## config.mk

```make
export PLATFORM = sky130hd
export DESIGN_NAME = phy_dly_sequencer
export DESIGN_NICKNAME = d
export VERILOG_FILES = /design/src/rtl/phy_dly_sequencer.sv
export SDC_FILE = /design/constraint.sdc
export NUM_CORES = 1
export LEC_CHECK = 0
export CAP_MARGIN = 20
export CORE_ASPECT_RATIO = 0.75
export CORE_MARGIN = 1
export CORE_UTILIZATION = 62
export CTS_CLUSTER_DIAMETER = 80
export DETAILED_ROUTE_END_ITERATION = 6
export HOLD_SLACK_MARGIN = 0.02
export PLACE_DENSITY = 0.79
export SYNTH_ARGS = -nofsm -noshare
export SYNTH_HDL_FRONTEND = slang
export SYNTH_SLANG_ARGS = --single-unit
```

## constraint.sdc

```tcl
create_clock -name clk_div -period 3.7 [get_ports clk_div]
set_input_delay 0.555 -clock clk_div [delete_from_list [all_inputs] [get_ports clk_div]]
set_output_delay 0.555 -clock clk_div [all_outputs]
set_load 0.01 [all_outputs]
```

## src/rtl/phy_dly_sequencer.sv

```systemverilog
// phy_dly_sequencer
//   Holds IDELAY/ODELAY tap values for NUM_LANES DDR3 byte lanes and, on
//   start, streams them over the shared lane delay bus. Each entry gets one
//   ld_delay strobe for its lane. After SET_GAP idle cycles, one shared set
//   pulse follows.
//
// Ports
//   clk_div   : clock, rising edge
//   rst       : asynchronous active-high reset (the table is not cleared)
//   wr_en     : table write strobe
//   wr_addr   : {lane, dir, idx[3:0]}; dir=0 output delays, dir=1 input delays
//   wr_data   : tap value, [7:3] coarse, [2:0] fine
//   start     : begin a load sequence (single-cycle pulse)
//   lane_mask : lanes to load, sampled with start
//   busy      : sequence in progress
//   done      : one-cycle pulse at sequence end
//   wr_rej    : one-cycle pulse after a dropped write
//   dly_data  : delay value to the lanes
//   dly_addr  : {dir, idx[3:0]} to the lanes
//   ld_delay  : per-lane load strobe
//   set       : shared set-all-delays pulse
module phy_dly_sequencer #(
  parameter int NUM_LANES = 2,
  parameter int LANE_BITS = 1,
  parameter int SET_GAP   = 2
) (
  input  logic                   clk_div,
  input  logic                   rst,
  input  logic                   wr_en,
  input  logic [LANE_BITS+4:0]   wr_addr,
  input  logic [7:0]             wr_data,
  input  logic                   start,
  input  logic [NUM_LANES-1:0]   lane_mask,
  output logic                   busy,
  output logic                   done,
  output logic                   wr_rej,
  output logic [7:0]             dly_data,
  output logic [4:0]             dly_addr,
  output logic [NUM_LANES-1:0]   ld_delay,
  output logic                   set
);

  typedef enum logic [2:0] {ST_IDLE, ST_LOAD, ST_GAP, ST_SET, ST_DONE} state_t;

  localparam int TBL_DEPTH = NUM_LANES * 32;

  logic [7:0] tbl [TBL_DEPTH];

  state_t                 state_q, state_n;
  logic [LANE_BITS-1:0]   lane_q, lane_n;
  logic                   dir_q, dir_n;
  logic [3:0]             idx_q, idx_n;
  logic [NUM_LANES-1:0]   mask_q, mask_n;
  logic [3:0]             gap_q, gap_n;
  logic [LANE_BITS:0]     hit;
  logic [NUM_LANES-1:0]   ld_n;
  logic [LANE_BITS+4:0]   rd_addr;

  logic [LANE_BITS-1:0]   wr_lane;
  logic                   wr_dir;
  logic [3:0]             wr_idx;
  logic                   wr_ok;
  logic                   wr_acc;

  // Returns {found, lane} for the lowest set mask bit at or above 'from'.
  function automatic logic [LANE_BITS:0] first_lane(input logic [NUM_LANES-1:0] m,
                                                     input int from);
    logic [LANE_BITS:0] r;
    r = '0;
    for (int i = NUM_LANES - 1; i >= 0; i--) begin
      if (m[i] && i >= from) r = {1'b1, LANE_BITS'(i)};
    end
    return r;
  endfunction

  assign wr_lane = wr_addr[LANE_BITS+4:5];
  assign wr_dir  = wr_addr[4];
  assign wr_idx  = wr_addr[3:0];
  // Output side has DM at idx 9; the input side stops at DQS (idx 8).
  assign wr_ok   = (32'(wr_lane) < NUM_LANES) && (wr_idx <= (wr_dir ? 4'd8 : 4'd9));
  assign wr_acc  = wr_en && !busy && wr_ok;

  // Table storage has no reset so delays survive a PHY reset.
  always_ff @(posedge clk_div) begin
    if (wr_acc) tbl[wr_addr] <= wr_data;
  end

  always_comb begin
    state_n = state_q;
    lane_n  = lane_q;
    dir_n   = dir_q;
    idx_n   = idx_q;
    mask_n  = mask_q;
    gap_n   = gap_q;
    hit     = '0;
    case (state_q)
      // DONE accepts a new start just like IDLE since busy is already low.
      ST_IDLE, ST_DONE: begin
        state_n = ST_IDLE;
        if (start) begin
          mask_n = lane_mask;
          hit    = first_lane(lane_mask, 0);
          if (hit[LANE_BITS]) begin
            state_n = ST_LOAD;
            lane_n  = hit[LANE_BITS-1:0];
            dir_n   = 1'b0;
            idx_n   = 4'd0;
          end else begin
            state_n = ST_DONE;
          end
        end
      end
      ST_LOAD: begin
        if (dir_q && idx_q == 4'd8) begin
          hit = first_lane(mask_q, int'(lane_q) + 1);
          if (hit[LANE_BITS]) begin
            lane_n = hit[LANE_BITS-1:0];
            dir_n  = 1'b0;
            idx_n  = 4'd0;
          end else begin
            state_n = ST_GAP;
            gap_n   = 4'd0;
          end
        end else if (!dir_q && idx_q == 4'd9) begin
          dir_n = 1'b1;
          idx_n = 4'd0;
        end else begin
          idx_n = idx_q + 4'd1;
        end
      end
      ST_GAP: begin
        if (gap_q == 4'(SET_GAP - 1)) state_n = ST_SET;
        else                          gap_n   = gap_q + 4'd1;
      end
      ST_SET:  state_n = ST_DONE;
      default: state_n = ST_IDLE;
    endcase

    ld_n = '0;
    if (state_n == ST_LOAD) ld_n[lane_n] = 1'b1;
  end

  assign rd_addr = {lane_n, dir_n, idx_n};

  // Outputs are registered from the next-state view so they line up with
  // the state they describe.
  always_ff @(posedge clk_div or posedge rst) begin
    if (rst) begin
      state_q  <= ST_IDLE;
      lane_q   <= '0;
      dir_q    <= 1'b0;
      idx_q    <= 4'd0;
      mask_q   <= '0;
      gap_q    <= 4'd0;
      busy     <= 1'b0;
      done     <= 1'b0;
      wr_rej   <= 1'b0;
      set      <= 1'b0;
      ld_delay <= '0;
      dly_data <= 8'd0;
      dly_addr <= 5'd0;
    end else begin
      state_q  <= state_n;
      lane_q   <= lane_n;
      dir_q    <= dir_n;
      idx_q    <= idx_n;
      mask_q   <= mask_n;
      gap_q    <= gap_n;
      busy     <= (state_n == ST_LOAD) || (state_n == ST_GAP) || (state_n == ST_SET);
      done     <= (state_n == ST_DONE);
      set      <= (state_n == ST_SET);
      wr_rej   <= wr_en && (busy || !wr_ok);
      ld_delay <= ld_n;
      if (state_n == ST_LOAD) begin
        dly_data <= tbl[rd_addr];
        dly_addr <= {dir_n, idx_n};
      end
    end
  end

endmodule
```

== Word-level counts from Yosys, hierarchy flattened ==
Memories as Yosys holds them, arrays and structs flattened. A register that Yosys moved wholly into a read port is not among the register bits.
Index checks and enable logic that the tools add are counted.

* $add $sub $neg: 3
* Reductions and logical operators: 19
* Order comparisons: 5
* Equality and inequality tests: 14
* Multiplexer cells: 41

{| class="wikitable"
|+ Operator list
! kind !! count
|-
| $mux 4 || 8
|-
| $mux 2 || 9
|-
| $pmux 4 s2 || 2
|-
| $mux 3 || 5
|-
| $mux 1 || 13
|-
| $eq 3x2->1 const B || 4
|-
| $pmux 3 s4 || 1
|-
| $add 4x1->4 const B || 2
|-
| $eq 4x4->1 const B || 2
|-
| $logic_and 1x1->1 || 8
|-
| $eq 3x1->1 const B || 2
|-
| $eq 3x3->1 const B || 2
|-
| $ne 2x2->1 const B || 3
|-
| $eq 4x1->1 const B || 1
|-
| $ge 1x2->1 const A || 2
|-
| $le 4x4->1 || 1
|-
| $pmux 1 s2 || 2
|-
| $reduce_and 4->1 || 1
|-
| $logic_not 1->1 || 3
|-
| $logic_not 3->1 || 1
|-
| $logic_or 1x1->1 || 3
|-
| $add 1x1->2 const B || 1
|-
| $lt 1x2->1 const B || 1
|-
| $reduce_and 2->1 || 1
|-
| other kinds (4) || 4
|}

* Input port bits: 20
* Register bits: 26
* Memory bits (writable): 512
* Memories kept: 1
* Logic and storage cells: 95
* Output and inout port bits: 19

{| class="wikitable"
|+ Memory list
! memory !! words !! bits a word !! read ports !! clocked after Yosys merged registers in !! wr ports !! line !! source
|-
| tbl || 64 || 8 || 1 || 1 || 1 || 47 || <nowiki>logic [7:0] tbl [TBL_DEPTH];</nowiki>
|}

== Longest topological paths before layout ==
Gate-level depths: netlist of run 1.

* Depth in word-level cells: 15
* Gate-level depth with buffers: 15
* Gate-level depth less buffers: 12

== Least setup slack after synthesis of run 1 ==
No wires, ideal clock.

* Path kind: reg-to-reg
* From: register idx_q[1]
* To: register dly_data[3], read port of tbl
* Buffers on the path: 1
* Clock period less this slack: 2.890 ns
* Required time: 3.576 ns
* Arrival: 2.766 ns
* Library setup time: 0.124 ns
* Cell stages (with the launch flop): 14
* Slack: 0.810 ns
* Cell sequence: dfrtp_1 inv_1 ha_1 nand4b_1 nor3_4 or3_1 a21boi_4 inv_2 nor2_1 buf_1 a32oi_1 a21oi_1 nor2_1 a211o_1

* Word-level cells in the longest chain between the ends: 5
* Elaborated cells on any way between the ends: 19
* Classes of those cells: 1 x add/sub; 3 x eq/ne; 13 x mux; 2 x reduce/logical

{| class="wikitable"
|+ RTL lines
! item !! line !! source
|-
| from (decl) || 52 || <nowiki>logic [3:0] idx_q, idx_n;</nowiki>
|-
| from (signal assigned) || 166 || <nowiki>idx_q <= idx_n;</nowiki>
|-
| parallel branches: the longest is 5 deep, another holds $add 4x1->4 || - ||
|-
| to (decl) || 37 || <nowiki>output logic [7:0] dly_data,</nowiki>
|}

Several ways; the timed one is not identified.
A chain may end at the register's enable or synchronous reset.

== Worst setup path after layout of run 1 ==
* From: register idx_q[1]
* To: register dly_data[6], read port of tbl

* Word-level cells in the longest chain between the ends: 5
* Elaborated cells on any way between the ends: 19
* Classes of those cells: 1 x add/sub; 3 x eq/ne; 13 x mux; 2 x reduce/logical

{| class="wikitable"
|+ RTL lines
! item !! line !! source
|-
| parallel branches: the longest is 3 deep, another holds $add 4x1->4 || - ||
|-
| $mux 4 * || 114 || <nowiki>if (dir_q && idx_q == 4'd8) begin</nowiki>
|-
| $pmux 4 s2 * || 96 || <nowiki>case (state_q)</nowiki>
|-
| net idx_n[3] || 52 ||
|}

Mark *: on every way through the listed nets, which the timed path passes.

==> results by group, run 1 <==
Status
  • Status: finished clean

Critical path
  • Critical Path Start: idx_q[1]$_DFF_PP0_
  • Top cell by count, worst path: buf_4
  • Critical Path Max Stage Delay: 0.43 ns
  • CP startpoint kind: flip-flop
  • Arr. time, crit path: 4.07 ns
  • Crit path cell chain: inv_1 -> ha_1 -> nand4b_1 -> nor3_4 -> or3_1 -> buf_4 -> a21oi_2 -> buf_4 -> inv_2 -> nand3_1 -> nor2_1 -> a22oi_1 -> nand4_1 -> or3b_1
  • Crit path kind: flip-flop to flip-flop
  • Reg2Reg Depth: 14
  • Crit-path leading delay family: simple AND/OR/NAND/NOR gates
  • Setup crit end kind: flip-flop
  • R2R Setup Slk: 0.08 ns
  • Worst path required time: 4.16 ns
  • CP Max Fanout: 7
  • Worst r2r src: idx_q[1]$_DFF_PP0_
  • Buf+Inv Stages, Crit Path: 4
  • R2R Path End: dly_data[6]$_DFFE_PP0P_
  • Critical Path Slowest Stage Cell: dfrtp_1

CTS
  • Later-pin clock latency in the skew report: 0.58 ns
  • Total CTS buffers: 48
  • CTS Hold Buffers Added: 0
  • Clk slew on worst S/H paths: 0.06 ns
  • # clock sinks: 545
  • Clock Path Buffers: 3
  • Root buffer cell: clkbuf_16
  • Post-CTS Resized: 0
  • Htree depth: 2
  • CTS tree: done
  • Post-CTS setup buffer count: 0

STA
  • Fin worst setup slack: 0.0830 ns
  • Final setup violation count: 0
  • Slew @ Worst Pin: 1.09 ns
  • Fin. max-slew vios: 0
  • RSZ-0062 raised after global routing: no
  • Worst clock skew: 0.0164 ns
  • Max Clock Freq: 276 MHz
  • Relative slew margins: 27.4%
  • Sum Neg Setup Slack: 0 ns
  • Hold Vio Cnt, Final: 0
  • Tcrit/Tclk final: 97.8%
  • Min Tclk post-route: 3.62 ns

Yosys
  • Yosys warns: 0
  • Cell area after synthesis: 0.0215 mm^2
  • Most used flip-flop cell after synthesis: edfxtp_1
  • Mean Syn Cell Area: 16.0 um^2
  • Number of flops mapped to enable cells by yosys: 512
  • Mapped Cells: 1348
  • Register area share after synthesis: 75.2%
  • Flops & latches, synth: 545
  • Ys async rst share: 6.06%
  • Distinct cells, synth: 64

Place
  • Placed cell count: 2059
  • RePlAce Congestion: 0.948
  • Placement Setup Slack: -0.0790 ns
  • # port buffers: 38
  • DP Wirelength: 31300 um
  • DP Area: 0.0237 mm^2

Global routing
  • Total track usage: 29.1%
  • Largest net degree at the start of global routing: 65
  • Vias in the first global route: 12800
  • GRT overflow: 0
  • Initial antenna violation count: 2
  • First-pass GRT wire length: 75500 um

Power
  • Internal: 0.0133 W
  • Clock group share of total power: 23.8%
  • Leak: 9.12 nW
  • Sw power: 0.00741 W
  • Combinational share of power: 40.9%
  • Net Sw Frac: 35.8%
  • Worst vdd ir: 0.506 mV
  • Sequential power share: 35.3%
  • Pwr Density: 817 mW/mm^2

Die
  • Row cnt: 58
  • DIE HEIGHT: 163 um
  • Initial core utilization: 63.6%
  • I/O pins: 39
  • Core Box Area: 0.0339 mm^2
  • Die area: 0.0355 mm^2
  • Die Wd: 217 um

Finish
  • Ant diodes: 0
  • Most frequent cells in the layout: edfxtp_1 (512), nand2_1 (238), conb_1 (192)
  • Layout fillers: 2042
  • Multi-input logic area: 0.00562 mm^2
  • Syn-to-layout area delta: 17.7%
  • Nets: 1691
  • Final instance area: 0.0253 mm^2
  • Commonest non-fill, non-tap cell in the layout: edfxtp_1
  • Non-filler instance count after layout: 2154
  • Layout cell share with drive strength beyond 1: 13.6%
  • FF+latch area: 0.0162 mm^2

Worst hold path
  • Worst Hold End: tbl[11][7]$_DFFE_PP_
  • Worst Hold Depth: 1
  • Worst min path class: input port to flip-flop
  • Worst Hold Launch: wr_data[7]

Route
  • Drt pass-1 iters: 5
  • WL per Instance: 23.3 um
  • Detailed Route Iter0 Violations: 1575
  • Vias per inst: 6.01
  • Routed vias: 12900
  • Final wirelength: 50200 um
  • Detail Route Antenna Nets: 0
  • Remaining DRCs: 0

Job
  • Max-cap violations: 0
==> state kept, by name, summed over array words and instances, names as in the netlist <==
| name | cells |
|---|---|
| dir_q | 1 |
| busy | 1 |
| done | 1 |
| gap_q | 4 |
| mask_q | 1 |
| state_q | 3 |
| set | 1 |
| tbl | 512 |
| ld_delay | 2 |
| wr_rej | 1 |
| idx_q | 4 |
| dly_addr | 5 |
| lane_q | 1 |
| dly_data | 8 |
==> layer usage <==
metal	routed length, um	share of wire (%)	global-route usage, %
met3	5360	11	7.47
met2	23200	46	45.2
met5	9	0.018	0
met4	1250	2.5	8.93
met1	20300	41	41.1
==> worst reg2reg max path, cell delays in order, from the launching register on <==
cell and delay [ns]:
dfrtp_1 0.43, inv_1 0.11, ha_1 0.21, nand4b_1 0.21, nor3_4 0.09, or3_1 0.42, buf_4 0.18, a21oi_2 0.39
buf_4 0.22, inv_2 0.10, nand3_1 0.22, nor2_1 0.10, a22oi_1 0.21, nand4_1 0.21, or3b_1 0.41
==> cell families after synthesis <==
| logic type | Yosys count | share of synthesized area, % |
|---|---|---|
| flip-flops | 545 | 75.2 |
| AND/OR/NAND/NOR | 394 | 8.24 |
| AO/OA/AOI/OAI | 207 | 7.22 |
| multiplexers | 105 | 6.74 |
| buffers and inverters | 86 | 2.07 |
| adder cells (fa/ha/maj) | 6 | 0.348 |
| XOR/XNOR | 4 | 0.163 |
| other | 1 | 0.0174 |
==> area by class of cell <==
cell class / count / area share (%)
sequential: 545 / 63.9
multi-input combinational: 908 / 22.2
clock buffer: 76 / 5.48
timing repair buffer: 147 / 5.41
tap: 450 / 2.22
clock inverter: 13 / 0.577
inverter: 15 / 0.242
==> power by group through the flow <==
stage	logic [W]	clock network [W]	registers [W]
after global placement	0.00808	0	0.00742
after global routing	0.00902	0.00522	0.00732
final	0.00847	0.00493	0.00730
after detailed placement	0.00830	0	0.00743
after floorplan	0.00542	0	0.00738
after CTS	0.00837	0.00497	0.00731
==> synthesized netlist by cell type (6+ instances only) <==
cell / instances / area (um^2)
a21oi_1: 45 / 225
a221oi_1: 12 / 105
a22oi_1: 34 / 255
a311oi_1: 15 / 131
a32o_1: 12 / 120
a32oi_1: 40 / 350
and3_1: 22 / 138
buf_1: 7 / 26.3
buf_2: 31 / 155
buf_4: 6 / 45.0
buf_6: 8 / 90.1
clkbuf_1: 19 / 71.3
dfrtp_1: 33 / 826
edfxtp_1: 512 / 15400
ha_1: 6 / 75.1
inv_1: 10 / 37.5
mux2i_1: 72 / 721
mux4_2: 32 / 721
nand2_1: 238 / 893
nand3_1: 25 / 125
nand3b_1: 6 / 45.0
nor2_1: 55 / 206
nor3_1: 10 / 50.1
o21ai_0: 14 / 70.1
o22ai_1: 14 / 87.6
or3_1: 9 / 56.3
==> metrics by stage <==
stage               util [%]  total power, W  hold slack (ns)
floorplan                  -          0.0128            0.473
global placement        69.9          0.0155            0.462
detailed placement      69.9          0.0157            0.469
CTS                     74.4          0.0207            0.426
global route            74.8          0.0216            0.305
finish                  74.8          0.0207            0.304
==> worst max path at each step <==
stage / endpoint / depth (start not counted)
6_report: dly_data[6]$_DFFE_PP0P_ / 14
5_1_grt: dly_data[6]$_DFFE_PP0P_ / 14
4_1_cts: dly_data[6]$_DFFE_PP0P_ / 14
3_5_place_dp: dly_data[6]$_DFFE_PP0P_ / 13
3_3_place_gp: dly_data[6]$_DFFE_PP0P_ / 13
2_1_floorplan: dly_data[3]$_DFFE_PP0P_ / 13
No activity file was read; power rests on OpenSTA's default activity.
==> run 2: changes to the inputs <==
--- a/config.mk
+++ b/config.mk
@@ -6,13 +6,14 @@
 export NUM_CORES = 1
 export LEC_CHECK = 0
 export CAP_MARGIN = 20
-export CORE_ASPECT_RATIO = 0.75
 export CORE_MARGIN = 1
 export CORE_UTILIZATION = 62
 export CTS_CLUSTER_DIAMETER = 80
 export DETAILED_ROUTE_END_ITERATION = 6
 export HOLD_SLACK_MARGIN = 0.02
 export PLACE_DENSITY = 0.79
+export REMOVE_ABC_BUFFERS = 1
+export SETUP_SLACK_MARGIN = 0.15
 export SYNTH_ARGS = -nofsm -noshare
 export SYNTH_HDL_FRONTEND = slang
 export SYNTH_SLANG_ARGS = --single-unit
==> run 2 against run 1 <==
Compared with the run above:
- cell count up 0.14%
- wire length down 0.31%
- critical endpoint is now dly_data[2]$_DFFE_PP0P_
- clock power up 6.3%
- critical path depth down 2
- sequential share of layout area down 0.59 points
- non-clock buffer count down 7
- combinational power up 3.3%
- first-iteration DRC count up 4.6%
- register-to-register slack better by 0.15 ns
- count of clock-buffer cells in the layout up 10
==> results by group, run 2 (synthesis gave the netlist of run 1 again) <==
Route
  • Final wirelength: 50000 um (was 50200 um)
  • Met1 wire length: 18500 um (was 20300 um)
  • Routed vias: 13100 (was 12900)
  • Met2 routed WL: 24400 um (was 23200 um)
  • Met3 WL post-DR: 5230 um (was 5360 um)
  • Highest routed layer: met5 (unchanged)
  • Remaining DRCs: 0 (unchanged)
  • Drt pass-1 iters: 6 (was 5)
  • WL per Instance: 23.2 um (was 23.3 um)
  • Detail Route Antenna Nets: 0 (unchanged)
  • Vias per inst: 6.09 (was 6.01)
  • Detailed Route Iter0 Violations: 1647 (was 1575)

CTS
  • Clk slew on worst S/H paths: 0.06 ns (about the same)
  • CTS tree: done (unchanged)
  • Root buffer cell: clkbuf_16 (unchanged)
  • Clock Path Buffers: 3 (unchanged)
  • Later-pin clock latency in the skew report: 0.58 ns (about the same)
  • # clock sinks: 545 (unchanged)
  • Total CTS buffers: 53 (was 48)
  • Htree depth: 2 (unchanged)

Place
  • RePlAce Congestion: 0.888 (was 0.948)
  • DP Wirelength: 29600 um (was 31300 um)
  • # port buffers: 38 (unchanged)
  • DP Area: 0.0236 mm^2 (was 0.0237 mm^2)

STA
  • Max Clock Freq: 289 MHz (was 276 MHz)
  • Fin. max-slew vios: 0 (unchanged)
  • Tcrit/Tclk final: 93.6% (was 97.8%)
  • Min Tclk post-route: 3.46 ns (was 3.62 ns)
  • Worst clock skew: 0.0113 ns (was 0.0164 ns)
  • Slew @ Worst Pin: 1.10 ns (was 1.09 ns)
  • RSZ-0062 raised after global routing: yes (was no)
  • Relative slew margins: 26.4% (was 27.4%)
  • Final setup violation count: 0 (unchanged)
  • Hold Vio Cnt, Final: 0 (unchanged)
  • Sum Neg Setup Slack: 0 ns (unchanged)

Power
  • Pwr Total: 0.0213 W (was 0.0207 W)
  • Leak: 9.21 nW (was 9.12 nW)
  • Pwr Density: 833 mW/mm^2 (was 817 mW/mm^2)
  • Worst vdd ir: 0.536 mV (was 0.506 mV)

Status
  • Status: finished clean (unchanged)

Finish
  • Syn-to-layout area delta: 18.8% (was 17.7%)
  • Layout fillers: 1967 (was 2042)
  • Multi-input logic area: 0.00565 mm^2 (was 0.00562 mm^2)
  • Max reg flops: 512 (unchanged)
  • Largest Register: tbl (unchanged)
  • Final instance area: 0.0256 mm^2 (was 0.0253 mm^2)
  • FF+latch area: 0.0162 mm^2 (about the same)
  • Ant diodes: 0 (unchanged)
  • Layout cell share with drive strength beyond 1: 14.2% (was 13.6%)
  • Nets: 1690 (was 1691)
  • Commonest non-fill, non-tap cell in the layout: edfxtp_1 (unchanged)
  • Biggest regs: tbl (512), dly_data (8), dly_addr (5) (unchanged)
  • Most frequent cells in the layout: edfxtp_1 (512), nand2_1 (238), conb_1 (192) (unchanged)

Global routing
  • Largest net degree at the start of global routing: 65 (unchanged)
  • First-pass GRT wire length: 74000 um (was 75500 um)
  • Initial antenna violation count: 2 (unchanged)
  • GRT overflow: 0 (unchanged)
  • Vias in the first global route: 12800 (about the same)
  • Total track usage: 28.2% (was 29.1%)

Die
  • Initial core utilization: 63.6% (about the same)
  • Die area: 0.0355 mm^2 (about the same)
  • Die Wd: 188 um (was 217 um)
  • Row cnt: 67 (was 58)
  • I/O pins: 39 (unchanged)
  • DIE HEIGHT: 188 um (was 163 um)
  • Core Box Area: 0.0339 mm^2 (about the same)

Critical path
  • CP startpoint kind: flip-flop (unchanged)
  • CP Max Fanout: 21 (was 7)
  • Crit path kind: flip-flop to flip-flop (unchanged)
  • Worst path required time: 4.10 ns (was 4.16 ns)
  • Setup crit end kind: flip-flop (unchanged)
  • Arr. time, crit path: 3.87 ns (was 4.07 ns)
  • Reg2Reg Depth: 12 (was 14)

Job
  • Max-cap violations: 0 (unchanged)

Worst hold path
  • Worst Hold Depth: 1 (unchanged)
  • Worst min path class: input port to flip-flop (unchanged)
run 2: cell types whose count changed in the layout (fill, tap and decap cells not counted), sizes merged:
cell and change:
clkinv +1, clkbuf +10, bufbuf +1, inv +1, buf -8
run 2: critical path, cell delays in order, from the launching register on:
cell	delay, ns
dfrtp_2	0.41
inv_1	0.08
ha_1	0.20
and4b_1	0.30
a221oi_2	0.40
o32ai_4	0.16
bufinv_16	0.28
buf_16	0.22
buf_12	0.20
mux4_2	0.30
a22oi_1	0.29
and4_1	0.31
o211ai_1	0.11
run 2: worst paths after layout:
kind	startpoint	endpoint	slack, ns
max	idx_q[1]$_DFF_PP0_	dly_data[2]$_DFFE_PP0P_	0.24
min	wr_data[2]	tbl[20][2]$_DFFE_PP_	0.32
max reg2reg	idx_q[1]$_DFF_PP0_	dly_data[2]$_DFFE_PP0P_	0.24
min reg2reg	dly_addr[3]$_DFFE_PP0P_	dly_addr[3]$_DFFE_PP0P_	0.52
max in group asynchronous	rst	idx_q[1]$_DFF_PP0_	2.87
min in group asynchronous	rst	state_q[1]$_DFF_PP0_	0.42
run 2: where the power goes:
part / switching (W) / internal, W / leakage (nW)
Sequential: 0.000216 / 0.00710 / 5.17
Combinational: 0.00516 / 0.00358 / 3.21
Clock: 0.00217 / 0.00307 / 0.834
run 2: layout make-up:
class | count | area share, %
Clock inverter | 14 | 0.450
Timing Repair inverter | 1 | 0.0342
Inverter | 15 | 0.323
Clock buffer | 86 | 6.22
Timing Repair Buffer | 140 | 5.39
Tap cell | 448 | 2.19
Multi-Input combinational cell | 908 | 22.1
Sequential cell | 545 | 63.3
run 2: timing repair:
item / 4_1_cts / 5_1_grt
pin swaps: 0 / 2
resized for setup: 4 / 10
setup endpoints to repair: 2 / 8
buffers inserted: 0 / 7
cloned: 1 / 1
hold buffers: 0 / 0
run 2: stage by stage:
stage	util [%]	setup slack [ns]	std cells	hold slack [ns]
floorplan	-	-4.02	1468	0.473
global placement	69.7	-0.0465	2043	0.479
detailed placement	69.7	-0.110	2043	0.501
CTS	74.9	0.172	2144	0.405
global route	75.6	0.116	2157	0.335
finish	75.6	0.237	2157	0.323
run 2: metal layers:
layer	track usage [%]	vias up
li1	-	5709
met1	38.4	6477
met2	45.4	814
met3	5.57	132
met4	11.1	4
met5	0	-
==> run 3: changes to the inputs <==
--- a/config.mk
+++ b/config.mk
@@ -7,11 +7,11 @@
 export LEC_CHECK = 0
 export CAP_MARGIN = 20
 export CORE_MARGIN = 1
-export CORE_UTILIZATION = 62
+export CORE_UTILIZATION = 56
 export CTS_CLUSTER_DIAMETER = 80
 export DETAILED_ROUTE_END_ITERATION = 6
 export HOLD_SLACK_MARGIN = 0.02
-export PLACE_DENSITY = 0.79
+export PLACE_DENSITY = 0.76
 export REMOVE_ABC_BUFFERS = 1
 export SETUP_SLACK_MARGIN = 0.15
 export SYNTH_ARGS = -nofsm -noshare
==> constraint.sdc (replaced) <==
create_clock -name clk_div -period 2.8 [get_ports clk_div]
set_input_delay 0.42 -clock clk_div [delete_from_list [all_inputs] [get_ports clk_div]]
set_output_delay 0.42 -clock clk_div [all_outputs]
set_load 0.01 [all_outputs]
==> run 3 against run 2 <==
Compared with the run above:
- die area rose by 11%
- maximum frequency rose by 8.0%
- combinational power rose by 73%
- the run now ends with setup timing left
- wire length rose by 6.1%
- cell count rose by 8.9%
- clock skew rose by 0.0081 ns
- clock power rose by 39%
- sequential share of layout area fell by 4.0 points
- sequential power rose by 32%
==> results by group, run 3 (synthesis gave the netlist of run 1 again) <==
Die
  • I/O pins: 39 (unchanged)
  • DIE HEIGHT: 198 um (was 188 um)
  • Row cnt: 71 (was 67)
  • Initial core utilization: 57.1% (was 63.6%)
  • Die area: 0.0393 mm^2 (was 0.0355 mm^2)
  • Die Wd: 198 um (was 188 um)
  • Core Box Area: 0.0378 mm^2 (was 0.0339 mm^2)

Finish
  • Syn-to-layout area delta: 26.7% (was 18.8%)
  • Final core occ: 72.3% (was 75.6%)
  • Biggest regs: tbl (512), dly_data (8), dly_addr (5) (unchanged)
  • Commonest non-fill, non-tap cell in the layout: edfxtp_1 (unchanged)
  • Ant diodes: 0 (unchanged)
  • Layout cell share with drive strength beyond 1: 23.9% (was 14.2%)
  • Max reg flops: 512 (unchanged)
  • Layout fillers: 2248 (was 1967)
  • Nets: 1820 (was 1690)
  • Most frequent cells in the layout: edfxtp_1 (512), nand2_1 (236), conb_1 (192) (was edfxtp_1 (512), nand2_1 (238), conb_1 (192))
  • Final instance area: 0.0273 mm^2 (was 0.0256 mm^2)
  • Largest Register: tbl (unchanged)

Job
  • Max-cap violations: 0 (unchanged)

Route
  • WL per Instance: 22.6 um (was 23.2 um)
  • Vias per inst: 5.82 (was 6.09)
  • Remaining DRCs: 0 (unchanged)
  • Detailed Route Iter0 Violations: 1614 (was 1647)
  • Final wirelength: 53100 um (was 50000 um)
  • Routed vias: 13700 (was 13100)
  • Detail Route Antenna Nets: 0 (unchanged)
  • Drt pass-1 iters: 6 (unchanged)

STA
  • Hold Vio Cnt, Final: 0 (unchanged)
  • Worst clock skew: 0.0194 ns (was 0.0113 ns)
  • Final hold slack: 0.197 ns (was 0.323 ns)
  • Min Tclk post-route: 3.21 ns (was 3.46 ns)
  • Fin worst setup slack: -0.407 ns (was 0.237 ns)
  • RSZ-0062 raised after global routing: yes (unchanged)
  • Relative slew margins: 26.2% (was 26.4%)
  • Slew @ Worst Pin: 1.11 ns (was 1.10 ns)
  • Final setup violation count: 8 (was 0)
  • Max Clock Freq: 312 MHz (was 289 MHz)
  • Fin. max-slew vios: 0 (unchanged)
  • Tcrit/Tclk final: 115% (was 93.6%)

Power
  • Pwr Density: 1170 mW/mm^2 (was 833 mW/mm^2)
  • Worst vdd ir: 0.989 mV (was 0.536 mV)
  • Leak: 10.0 nW (was 9.21 nW)

Critical path
  • Critical Path Max Stage Delay: 0.49 ns (was 0.41 ns)
  • Worst path required time: 3.33 ns (was 4.10 ns)
  • CP Max Fanout: 23 (was 21)
  • Setup crit end kind: flip-flop (unchanged)
  • Arr. time, crit path: 3.73 ns (was 3.87 ns)
  • Critical Path Slowest Stage Cell: o41ai_4 (was dfrtp_2)
  • Crit path cell chain: inv_2 -> ha_4 -> and4b_2 -> a221oi_2 -> o32ai_4 -> buf_6 -> buf_12 -> nor2_1 -> o41ai_4 -> o22ai_4 -> a2111oi_4 -> or3b_1 (was inv_1 -> ha_1 -> and4b_1 -> a221oi_2 -> o32ai_4 -> bufinv_16 -> buf_16 -> buf_12 -> mux4_2 -> a22oi_1 -> and4_1 -> o211ai_1)
  • CP startpoint kind: flip-flop (unchanged)
  • Crit path kind: flip-flop to flip-flop (unchanged)

CTS
  • CTS Hold Buffers Added: 0 (unchanged)
  • Htree depth: 2 (unchanged)
  • Root buffer cell: clkbuf_16 (unchanged)
  • Clk slew on worst S/H paths: 0.06 ns (about the same)
  • CTS tree: done (unchanged)
  • Clock Path Buffers: 3 (unchanged)
  • Later-pin clock latency in the skew report: 0.59 ns (was 0.58 ns)
  • # clock sinks: 545 (unchanged)
  • Total CTS buffers: 53 (unchanged)

Status
  • Failing checks: setup timing
  • Status: finished with violations (was finished clean)

Worst hold path
  • Worst min path class: input port to flip-flop (unchanged)

Place
  • DP Wirelength: 32100 um (was 29600 um)
  • RePlAce Congestion: 0.953 (was 0.888)
  • DP Area: 0.0246 mm^2 (was 0.0236 mm^2)
  • # port buffers: 38 (unchanged)

Global routing
  • Initial antenna violation count: 0 (was 2)
  • Total track usage: 26.9% (was 28.2%)
  • GRT overflow: 0 (unchanged)
  • Largest net degree at the start of global routing: 65 (unchanged)
  • Vias in the first global route: 13400 (was 12800)
  • First-pass GRT wire length: 77400 um (was 74000 um)
run 3: layer usage:
metal  vias to the layer above  wire length, um  GRT usage, %
met3                       141             4850          5.81
met1                      6823            19700          34.7
met5                         -                0             0
met2                       727            26500          45.0
met4                         0             1980          10.2
li1                       5972                -             -
run 3: final timing paths:
kind | from | endpoint | slack, ns | depth (start not counted)
min in group asynchronous | rst | busy$_DFF_PP0_ | 0.28 | 3
hold / removal | wr_data[7] | tbl[8][7]$_DFFE_PP_ | 0.20 | 1
hold reg to reg | dly_addr[0]$_DFFE_PP0P_ | dly_addr[0]$_DFFE_PP0P_ | 0.48 | 2
setup reg to reg | idx_q[0]$_DFF_PP0_ | dly_data[6]$_DFFE_PP0P_ | -0.41 | 12
setup / recovery | idx_q[0]$_DFF_PP0_ | dly_data[6]$_DFFE_PP0P_ | -0.41 | 12
max in group asynchronous | rst | dly_data[5]$_DFFE_PP0P_ | 2.15 | 3
run 3: stage by stage:
step                      power [W]  instances  setup WS, ns  TNS [ns]
after CTS                    0.0307       2324        -0.322     -2.15
after global routing         0.0332       2348        -0.442     -2.98
after global placement       0.0218       2212        -0.808    -62.46
after floorplan              0.0155       1468         -4.92    -41.85
after detailed placement     0.0221       2212        -0.839    -73.59
final                        0.0321       2348        -0.407     -2.41
run 3: what timing repair did:
action,CTS,global route
gates cloned,4,0
resized for setup,71,56
endpoints found under the setup margin,8,214
pin swaps,13,17
buffers inserted,10,23
run 3: worst max-delay path, delay by kind of cell (launching register included):
kind | cells | cell delay (ns)
buffers and inverters | 3 | 0.52
adders and majority gates | 1 | 0.15
AOI/OAI and AO/OA | 5 | 1.45
DFF | 1 | 0.40
and+or+nand+nor | 3 | 0.61
run 3: report_power, final:
part	switching, W	leakage [nW]	total (W)	internal, W
Clock	0.00296	0.874	0.00728	0.00432
Sequential	0.000251	5.17	0.00963	0.00938
Combinational	0.00799	3.99	0.0151	0.00716
run 3: final cells by class:
type	instances	area (um^2)	area share (%)
sequential	545	16200	59.4
multi-input combinational	908	6020	22.0
timing repair buffer	270	2580	9.44
clock buffer	73	1470	5.39
tap	511	639	2.34
clock inverter	25	312	1.14
inverter	15	72.6	0.266
timing repair inverter	1	6.26	0.0229
